==> src/rtl/edge_event_detector.sv <==
// Per-channel synchroniser + debounce filter feeding a mode-selectable edge pulse
// with sticky pending/overflow flags; pulse lands SYNC_STAGES+DEBOUNCE_CYCLES edges after input settles.
module edge_event_detector #(
  parameter int WIDTH           = 1,
  parameter int SYNC_STAGES     = 2,
  parameter int DEBOUNCE_CYCLES = 4
) (
  input  logic               clk,
  input  logic               rst,
  input  logic [WIDTH-1:0]   signal_in,
  input  logic [2*WIDTH-1:0] edge_mode,
  input  logic [WIDTH-1:0]   clear,
  output logic [WIDTH-1:0]   signal_clean,
  output logic [WIDTH-1:0]   edge_detect_pulse,
  output logic [WIDTH-1:0]   edge_pending,
  output logic [WIDTH-1:0]   edge_overflow
);

  localparam int CW = (DEBOUNCE_CYCLES > 1) ? $clog2(DEBOUNCE_CYCLES) : 1;
  localparam logic [CW-1:0] CNT_LAST = CW'(DEBOUNCE_CYCLES - 1);

  logic [WIDTH-1:0] sync_q [SYNC_STAGES];
  logic [WIDTH-1:0] sync_d [SYNC_STAGES];
  logic [CW-1:0]    cnt_q  [WIDTH];
  logic [CW-1:0]    cnt_d  [WIDTH];
  logic [WIDTH-1:0] clean_q, clean_d;
  logic [WIDTH-1:0] pulse_q, pulse_d;
  logic [WIDTH-1:0] pending_q, pending_d;
  logic [WIDTH-1:0] overflow_q, overflow_d;
  logic [WIDTH-1:0] sync_out;

  assign sync_out = sync_q[SYNC_STAGES-1];

  always_comb begin
    sync_d[0] = signal_in;
    for (int s = 1; s < SYNC_STAGES; s++) begin
      sync_d[s] = sync_q[s-1];
    end

    clean_d = clean_q;
    pulse_d = '0;
    for (int i = 0; i < WIDTH; i++) begin
      cnt_d[i] = '0;
      if (sync_out[i] != clean_q[i]) begin
        if (cnt_q[i] == CNT_LAST) begin
          // Mode is only consulted here, at the moment the clean level flips.
          clean_d[i] = sync_out[i];
          pulse_d[i] = sync_out[i] ? edge_mode[2*i] : edge_mode[2*i+1];
        end else begin
          cnt_d[i] = cnt_q[i] + 1'b1;
        end
      end
    end

    pending_d  = pulse_d | (pending_q & ~clear);
    overflow_d = ~clear & (overflow_q | (pulse_d & pending_q));
  end

  always_ff @(posedge clk) begin
    if (rst) begin
      for (int s = 0; s < SYNC_STAGES; s++) sync_q[s] <= '0;
      for (int i = 0; i < WIDTH; i++) cnt_q[i] <= '0;
      clean_q    <= '0;
      pulse_q    <= '0;
      pending_q  <= '0;
      overflow_q <= '0;
    end else begin
      for (int s = 0; s < SYNC_STAGES; s++) sync_q[s] <= sync_d[s];
      for (int i = 0; i < WIDTH; i++) cnt_q[i] <= cnt_d[i];
      clean_q    <= clean_d;
      pulse_q    <= pulse_d;
      pending_q  <= pending_d;
      overflow_q <= overflow_d;
    end
  end

  assign signal_clean      = clean_q;
  assign edge_detect_pulse = pulse_q;
  assign edge_pending      = pending_q;
  assign edge_overflow     = overflow_q;

endmodule
==> config.mk <==
export PLATFORM = sky130hd
export DESIGN_NAME = edge_event_detector
export DESIGN_NICKNAME = d
export VERILOG_FILES = /design/src/rtl/edge_event_detector.sv
export SDC_FILE = /design/constraint.sdc
export NUM_CORES = 1
export LEC_CHECK = 0
export BUFFER_PORTS_ARGS = -buffer_cell sky130_fd_sc_hd__buf_2
export CAP_MARGIN = 20
export CORE_AREA = 2 2 39 41
export DETAILED_ROUTE_END_ITERATION = 12
export DIE_AREA = 0 0 41 43
export MAX_ROUTING_LAYER = met4
export PLACE_DENSITY = 0.42
export SLEW_MARGIN = 25
export SYNTH_ARGS = -nofsm -noshare
export SYNTH_HDL_FRONTEND = slang
export SYNTH_SLANG_ARGS = --single-unit
==> constraint.sdc <==
create_clock -name clk -period 2.1 [get_ports clk]
set_clock_uncertainty 0.2 [all_clocks]
set_input_delay 0.105 -clock clk [delete_from_list [all_inputs] [get_ports clk]]
set_output_delay 0.105 -clock clk [all_outputs]
set_load 0.1 [all_outputs]
==> results of run 1 <==
==> synth_stat cells <==
master,n
ha_1,1
and3b_2,2
inv_1,1
a21oi_1,1
nor2b_1,2
nor2_1,5
nand2b_1,1
mux2i_1,1
or3_1,1
o21ai_0,1
dfxtp_1,8
xnor2_1,1
nand2_1,2
o21ai_1,1
==> per-stage QoR <==
stage,cells,area (µm²),hold WS (ns),utilization [%]
after floorplan,28,282,-0.0259,-
after global placement,53,347,0.123,25.0
after detailed placement,53,347,0.130,25.0
after CTS,61,419,0.101,30.3
after global routing,61,419,0.111,30.3
final,61,419,0.106,30.3
==> critical path: stages, from the launching register on <==
cell and delay, ns:
dfxtp_1 0.39, and3b_2 0.23, o21ai_1 0.21, a21oi_1 0.09, dlygate4sd3_1 0.55
==> routing by layer <==
metal | vias up | GRT usage, % | share of wire [%]
met1 | 107 | 9.39 | 44
met3 | 0 | 7.85 | 6.7
met4 | 0 | 2.00 | 0
met5 | - | - | 0
met2 | 8 | 11.9 | 49
li1 | 127 | - | -
==> what timing repair did <==
| item | 4_1_cts | 5_1_grt |
|---|---|---|
| hold buffers | 5 | 0 |
| hold endpoints to repair | 6 | 0 |
| setup buffers | 0 | 0 |
==> how the worst min path moves through the flow <==
stage / to / slack [ns] / cells past startpoint
2_1_floorplan: edge_pending / -0.03 / 1
3_3_place_gp: sync_q[0][0] / 0.12 / 2
3_5_place_dp: sync_q[0][0] / 0.13 / 2
4_1_cts: edge_detect_pulse / 0.10 / 4
5_1_grt: edge_detect_pulse / 0.11 / 4
6_report: edge_detect_pulse / 0.11 / 4
==> flip-flops by register name, indices dropped and copies added, names as in the netlist <==
signal             flops
cnt_q                  2
edge_detect_pulse      1
edge_overflow          1
edge_pending           1
signal_clean           1
sync_q                 2
==> report_power, final <==
| part | switching, mW | total [mW] | leakage (nW) | internal (mW) |
|---|---|---|---|---|
| registers | 0.00134 | 0.156 | 0.0649 | 0.154 |
| clock network | 0.0509 | 0.116 | 0.0138 | 0.0653 |
| logic | 0.00539 | 0.0164 | 0.113 | 0.0110 |
==> cells by family after synthesis <==
| kind of cell | after synthesis | share of synthesized area (%) |
|---|---|---|
| AND/OR/NAND/NOR | 13 | 25.3 |
| flip-flops | 8 | 56.9 |
| AO/OA/AOI/OAI | 3 | 5.33 |
| XOR/XNOR | 1 | 3.11 |
| buffers and inverters | 1 | 1.33 |
| multiplexers | 1 | 3.56 |
| adder cells (fa/ha/maj) | 1 | 4.44 |
==> cell type report <==
class                      count  share of cell area (%)
timing repair buffer          14                    22.7
sequential                     8                    38.2
tap                           16                    4.78
multi-input combinational     19                    28.1
inverter                       1                   0.896
clock buffer                   3                    5.37
==> flow_summary.toml, run 1 <==
[floorplan]
rows = 14
initial_utilization_pct = 20.3
core_area_um2 = 1380
die_w_um = 41
ioPinCount = 10
dieArea_um2 = 1760
die_h_um = 43

[grt]
antenna_found_initial = 0
grt_use_total_pct = 8.76
grt_max_degree = 8
grt_pass1_wl_um = 959
grt.overflow.total = 0
grt_pass1_vias = 245

[synth]
synth_warnings = 0
synth_cells = 28
ys_ff_latch = 8
avgSynthCellArea_um2 = 10.1
ys_types = 14
ys_top_cells_by_area = "dfxtp_1 (57%), and3b_2 (7.1%), nor2_1 (6.7%)"
synth_area_leader_cell = "dfxtp_1"
synth_seq_area_share_pct = 56.9
synth_area_um2 = 282
yosys.area.top_type_share_pct = 56.9
syn-num-nets = 35

[critical_path]
worstReg2RegStart = "sync_q[0][1]"
path_max_fanout = 4
reg2regPathDepth = 4
endpoint = "edge_pending"
cp.arrival_ns = 1.71
cp-startpoint = "sync_q[0][1]"
cp-start-kind = "flip-flop"
rr_endpoint = "edge_pending"
cp.required_ns = 2.04
path_class = "flip-flop to flip-flop"
reg2reg_slack_ns = 0.32
crit_path_end_kind = "flip-flop"

[clock_tree]
cts_root_buffer = "clkbuf_4"
cts_tree = "done"
cts_buffers = 3
post_cts_resized = 0
cts_max_level = 1
cts_buffer_depth = 2
clk_pin_slew_ns = 0.05
clk-insertion-delay-late_ns = 0.25
cts.sinks = 8

[place]
routabilityCongestion = 0.652
portBuffers = 9
pre_cts_ws_ns = 0.822

[drt]
totalWireLength_um = 534
vias = 242
route.detailed.drc = 0
dr.pass1.iters = 1
drt_iter0_drc = 0
via_per_inst = 3.97
drtAntennaViolNets = 0
wire_per_inst_um = 8.75

[final_layout]
num-fill-cells = 146
layout_commonest_cell = "buf_2"
antenna_cells = 0
drive_above_1_share_pct = 31.1
multi_input_area_um2 = 118
seqCellArea_um2 = 160
synthToLayoutAreaGrowth_pct = 48.9
layout_common_cells = "buf_2 (9), dfxtp_1 (8), nor2_1 (5), dlygate4sd3_1 (5), clkbuf_4 (3)"
final_nets = 54

[timing]
worstMarginPinSlew_ns = 0.485
clock.fmax_mhz = 563
fin_crit_ns = 1.78
min_period_over_period_pct = 84.6
fin_ws_ns = 0.324
maxSlewHeadroom_pct = 67.9
final_max_slew_viol_count = 0
hold_violations = 0
fin_tns_setup_ns = 0
grt_setup_unrepaired = "no"
setup_viol = 0

[worst_hold_path]
hp-class = "input port to flip-flop"
hp-start = "edge_mode[1]"

[pwr]
leakage_nw = 0.192
power_uw = 288
pwr_density_cell_nw_per_um2 = 687
vdd_drop_max_mv = 0.250

[job]
maxCapViolations = 0

[status]
outcome = "finished clean"
No activity file was read; power rests on OpenSTA's default activity.
==> inputs of run 2 (changes only) <==
--- a/config.mk
+++ b/config.mk
@@ -11,7 +11,7 @@
 export DETAILED_ROUTE_END_ITERATION = 12
 export DIE_AREA = 0 0 41 43
 export MAX_ROUTING_LAYER = met4
-export PLACE_DENSITY = 0.42
+export PLACE_DENSITY = 0.43
 export SLEW_MARGIN = 25
 export SYNTH_ARGS = -nofsm -noshare
 export SYNTH_HDL_FRONTEND = slang
==> constraint.sdc (replaced) <==
create_clock -name clk -period 1.5 [get_ports clk]
set_clock_uncertainty 0.2 [all_clocks]
set_input_delay 0.075 -clock clk [delete_from_list [all_inputs] [get_ports clk]]
set_output_delay 0.075 -clock clk [all_outputs]
set_load 0.1 [all_outputs]
==> run 2 against run 1 <==
Global-route usage is 0.28 points lower. Sequential power is 38% higher. Core utilization is 0.18 points lower. Largest power group unchanged.
==> flow_summary.toml, run 2 (synthesis gave the netlist of run 1 again) <==
[pwr]
p_sw_share_pct = 19.2
pwr_density_cell_nw_per_um2 = 983
combPwrFrac_pct = 5.6
switchingPower_uw = 78.5
clockPowerShare_pct = 41.7
intPower_uw = 331
vdd_drop_max_mv = 0.431
leakage_nw = 0.187
p_seq_share_pct = 52.7

[timing]
maxSlewHeadroom_pct = 67.9
fin_crit_ns = 1.43
clock.fmax_mhz = 698
hold_violations = 0
fin_tns_setup_ns = 0
setup_viol = 0
fin_ws_ns = 0.0663
worstMarginPinSlew_ns = 0.485
grt_setup_unrepaired = "no"
final_max_slew_viol_count = 0
min_period_over_period_pct = 95.6

[clock_tree]
cts.sinks = 8
cts_max_level = 1
cts_buffer_depth = 2
post_cts_resized = 0
cts_tree = "done"
cts_buffers = 3
cts_root_buffer = "clkbuf_4"
clk-insertion-delay-late_ns = 0.25
clk_pin_slew_ns = 0.05

[critical_path]
path_class = "input port to flip-flop"
cp.required_ns = 1.44
cp-start-kind = "input port"
cp_num_buf_inv = 3
critPathTopFamily = "buffers and inverters"
max_stage_delay_ns = 0.54
crit_path_cell_trace = "dlygate4sd3_1 -> buf_2 -> nor2b_1 -> dlygate4sd3_1"
crit_path_end_kind = "flip-flop"
crit_top_cell = "dlygate4sd3_1"
cp_slowest_cell = "dlygate4sd3_1"
path_max_fanout = 1
cp.arrival_ns = 1.37

[drt]
via_per_inst = 3.90
vias = 238
totalWireLength_um = 493
route.detailed.drc = 0
drt_iter0_drc = 4
wire_per_inst_um = 8.08
dr.pass1.iters = 2
drtAntennaViolNets = 0

[grt]
grt_max_degree = 8
grt_use_total_pct = 8.48
antenna_found_initial = 0
grt_pass1_wl_um = 903
grt.overflow.total = 0
grt_pass1_vias = 233

[place]
dp_hpwl_um = 387
portBuffers = 9
routabilityCongestion = 0.673
pre_cts_ws_ns = 0.210
place_inst = 53

[final_layout]
layout_commonest_cell = "buf_2"
drive_above_1_share_pct = 33.3
reg_top3 = "cnt_q (2), sync_q (2)"
synthToLayoutAreaGrowth_pct = 48.0
stdcell_count = 61
layout_common_cells = "buf_2 (9), dfxtp_1 (7), nor2_1 (5)"
num-fill-cells = 152
antenna_cells = 0
final_nets = 53

[floorplan]
dieArea_um2 = 1760
core_area_um2 = 1380
ioPinCount = 10
rows = 14
die_h_um = 43
die_w_um = 41
initial_utilization_pct = 20.3

[worst_hold_path]
hp-class = "input port to flip-flop"

[status]
outcome = "finished clean"

[job]
maxCapViolations = 0
-- run 2: area by class of cell --
class | count | area [µm²] | share of cell area (%)
clock buffers | 4 | 26.3 | 6.31
inverters | 1 | 3.75 | 0.901
multi-input cells | 19 | 118 | 28.2
flip-flops and latches | 8 | 164 | 39.3
well taps | 16 | 20.0 | 4.80
repair buffers | 13 | 85.1 | 20.4
-- run 2: what timing repair did --
action	in CTS	in global routing
hold buffers	4	0
buffers inserted	0	0
endpoints found under the setup margin	0	0
hold endpoints to repair	7	0
-- run 2: power groups by stage --
stage	combinational (mW)	clock, mW	sequential (mW)
floorplan	0.00595	0	0.220
global placement	0.0144	0	0.220
detailed placement	0.0153	0	0.221
CTS	0.0232	0.182	0.216
global route	0.0252	0.199	0.216
finish	0.0228	0.171	0.216
-- run 2: per-stage QoR --
step	power [mW]	hold slack [ns]	cell area, µm²	utilization [%]
floorplan	0.226	-0.0623	285	-
global placement	0.235	0.0909	350	25.3
detailed placement	0.236	0.101	350	25.3
CTS	0.421	0.0595	417	30.1
global route	0.441	0.108	417	30.1
finish	0.410	0.0633	417	30.1
-- run 2: layer usage --
layer  global-route usage (%)  wire (µm)
met5                        -          0
met4                     6.00          0
met3                     6.28         40
met2                     11.3        270
met1                     8.17        181
-- run 2: worst paths after layout --
| path | startpoint | endpoint | slack (ns) | depth (start not counted) |
|---|---|---|---|---|
| setup / recovery | signal_in | sync_q[0][0] | 0.07 | 4 |
| setup reg to reg | cnt_q[0][0] | cnt_q[0][1] | 0.21 | 3 |
| hold reg to reg | cnt_q[0][0] | cnt_q[0][0] | 0.23 | 1 |
| hold / removal | edge_mode[1] | edge_detect_pulse | 0.06 | 4 |
-- run 2: tightest hold or removal path, stage by stage --
cell and delay [ns]:
buf_2 0.07, and3b_2 0.16, o21ai_1 0.09, nor2_1 0.08
==> inputs of run 3 (changes only) <==
--- a/config.mk
+++ b/config.mk
@@ -11,7 +11,7 @@
 export DETAILED_ROUTE_END_ITERATION = 12
 export DIE_AREA = 0 0 41 43
 export MAX_ROUTING_LAYER = met4
-export PLACE_DENSITY = 0.43
+export PLACE_DENSITY = 0.42
 export SLEW_MARGIN = 25
 export SYNTH_ARGS = -nofsm -noshare
 export SYNTH_HDL_FRONTEND = slang
==> constraint.sdc (replaced) <==
create_clock -name clk -period 1.45 [get_ports clk]
set_clock_uncertainty 0.2 [all_clocks]
set_input_delay 0.0725 -clock clk [delete_from_list [all_inputs] [get_ports clk]]
set_output_delay 0.0725 -clock clk [all_outputs]
set_load 0.1 [all_outputs]
==> run 3 against run 2 <==
Via count down 7.1%. Clock-buffer cell count unchanged. Critical path depth down 3. Core utilization down 0.81 points. Non-clock buffer count down 2. Setup slack better by 0.078 ns. Power up 3.2%. Cell count down 3.3%. Flip-flop and latch count unchanged. Sequential share of layout area up 1.4 points. Cell area down 2.7%. Clock power up 4%.
==> flow_summary.toml, run 3 (synthesis gave the netlist of run 1 again) <==
[timing]
hold_violations = 0
fin_ws_ns = 0.144
hold_ws_ns = 0.0538
grt_setup_unrepaired = "no"
maxSlewHeadroom_pct = 67.7
min_period_over_period_pct = 90.0
fin_tns_setup_ns = 0
clock.fmax_mhz = 766
worstMarginPinSlew_ns = 0.488
final_max_slew_viol_count = 0
fin_crit_ns = 1.31
setup_viol = 0

[clock_tree]
cts_buffers = 3
clk-insertion-delay-late_ns = 0.25
cts_root_buffer = "clkbuf_4"
post_cts_buffers = 0
clk_pin_slew_ns = 0.06
cts_buffer_depth = 2
cts_max_level = 1
cts.sinks = 8
cts_tree = "done"

[drt]
route.detailed.drc = 0
vias = 221
wire_per_inst_um = 8.46
totalWireLength_um = 499
dr.pass1.iters = 1
drt_iter0_drc = 0
drtAntennaViolNets = 0
via_per_inst = 3.75

[worst_hold_path]
holdPathStages = 2
whs_endpoint = "signal_clean"
hp-start = "rst"
hp-class = "input port to flip-flop"

[place]
portBuffers = 9
pre_cts_ws_ns = 0.167
placed_area_um2 = 352
routabilityCongestion = 0.696
place_inst = 53
dp_hpwl_um = 381

[final_layout]
finish.utilization_pct = 29.3
stdcell_count = 59
final_nets = 51
seqCellArea_um2 = 165
layout_commonest_cell = "buf_2"
num-fill-cells = 153
drive_above_1_share_pct = 34.9
layout_common_cells = "buf_2 (8), dfxtp_1 (6), nor2_1 (5)"
reg_top3 = "cnt_q (2), sync_q (2)"
multi_input_area_um2 = 118
stdcell_area_um2 = 405
antenna_cells = 0
synthToLayoutAreaGrowth_pct = 44.0

[critical_path]
crit_path_end_kind = "output pin"
path_class = "flip-flop to output pin"
cp_slowest_cell = "buf_2"
reg2regPathDepth = 3
cp.required_ns = 1.18
rr_endpoint = "cnt_q[0][0]"
cp.arrival_ns = 1.03
path_max_fanout = 5
cp_num_buf_inv = 1
worstReg2RegStart = "cnt_q[0][0]"
cp-start-kind = "flip-flop"
reg2reg_slack_ns = 0.16
max_stage_delay_ns = 0.42
critPathTopFamily = "buffers and inverters"
crit_path_cell_trace = "buf_2"

[grt]
grt.overflow.total = 0
antenna_found_initial = 0
grt_use_total_pct = 7.95
grt_pass1_wl_um = 848
grt_pass1_vias = 214
grt_max_degree = 8

[floorplan]
core_area_um2 = 1380
ioPinCount = 10
dieArea_um2 = 1760
die_w_um = 41
rows = 14
initial_utilization_pct = 20.3
die_h_um = 43

[pwr]
pwr_density_cell_nw_per_um2 = 1040
vdd_drop_max_mv = 0.336
power_uw = 423
leakage_nw = 0.187

[status]
outcome = "finished clean"

[job]
maxCapViolations = 0
run 3: cell types whose count changed in the layout (fill, tap and decap cells not counted):
cell            before  now
dlymetal6s4s_1       0    1
dlygate4sd3_1        4    2
dfxtp_1              7    6
dfxtp_2              0    1
buf_2                9    8
run 3: worst max-delay path by stage:
stage             startpoint  depth (start not counted)  slack [ns]             to
2_1_floorplan  edge_overflow                          2        0.08  edge_overflow
4_1_cts                  rst                          4        0.02   sync_q[0][0]
6_report        signal_clean                          1        0.14   signal_clean
3_3_place_gp     cnt_q[0][0]                          3        0.21    cnt_q[0][0]
5_1_grt          cnt_q[0][0]                          3        0.10    cnt_q[0][0]
3_5_place_dp     cnt_q[0][0]                          3        0.17    cnt_q[0][0]
run 3: timing repair:
action,4_1_cts,5_1_grt
setup endpoints to repair,0,1
hold endpoints to repair,6,0
resized for setup,0,1
hold buffers,4,0
run 3: cell type report:
type                       instances  share of cell area [%]
sequential                         8                    40.7
multi-input combinational         19                    29.0
timing repair buffer              11                    17.9
clock buffer                       4                    6.48
tap                               16                    4.94
inverter                           1                   0.926
run 3: layer usage:
layer / wire, µm / share of wire, % / GRT usage [%]
met1: 220 / 44 / 9.42
met2: 249 / 50 / 10.3
met4: 0 / 0 / 6.00
met5: 0 / 0 / -
met3: 29 / 5.8 / 3.14
run 3: power by group:
group	internal (mW)	total (mW)	switching, mW
Sequential	0.222	0.223	0.00173
Clock	0.105	0.178	0.0731
Combinational	0.0137	0.0210	0.00738
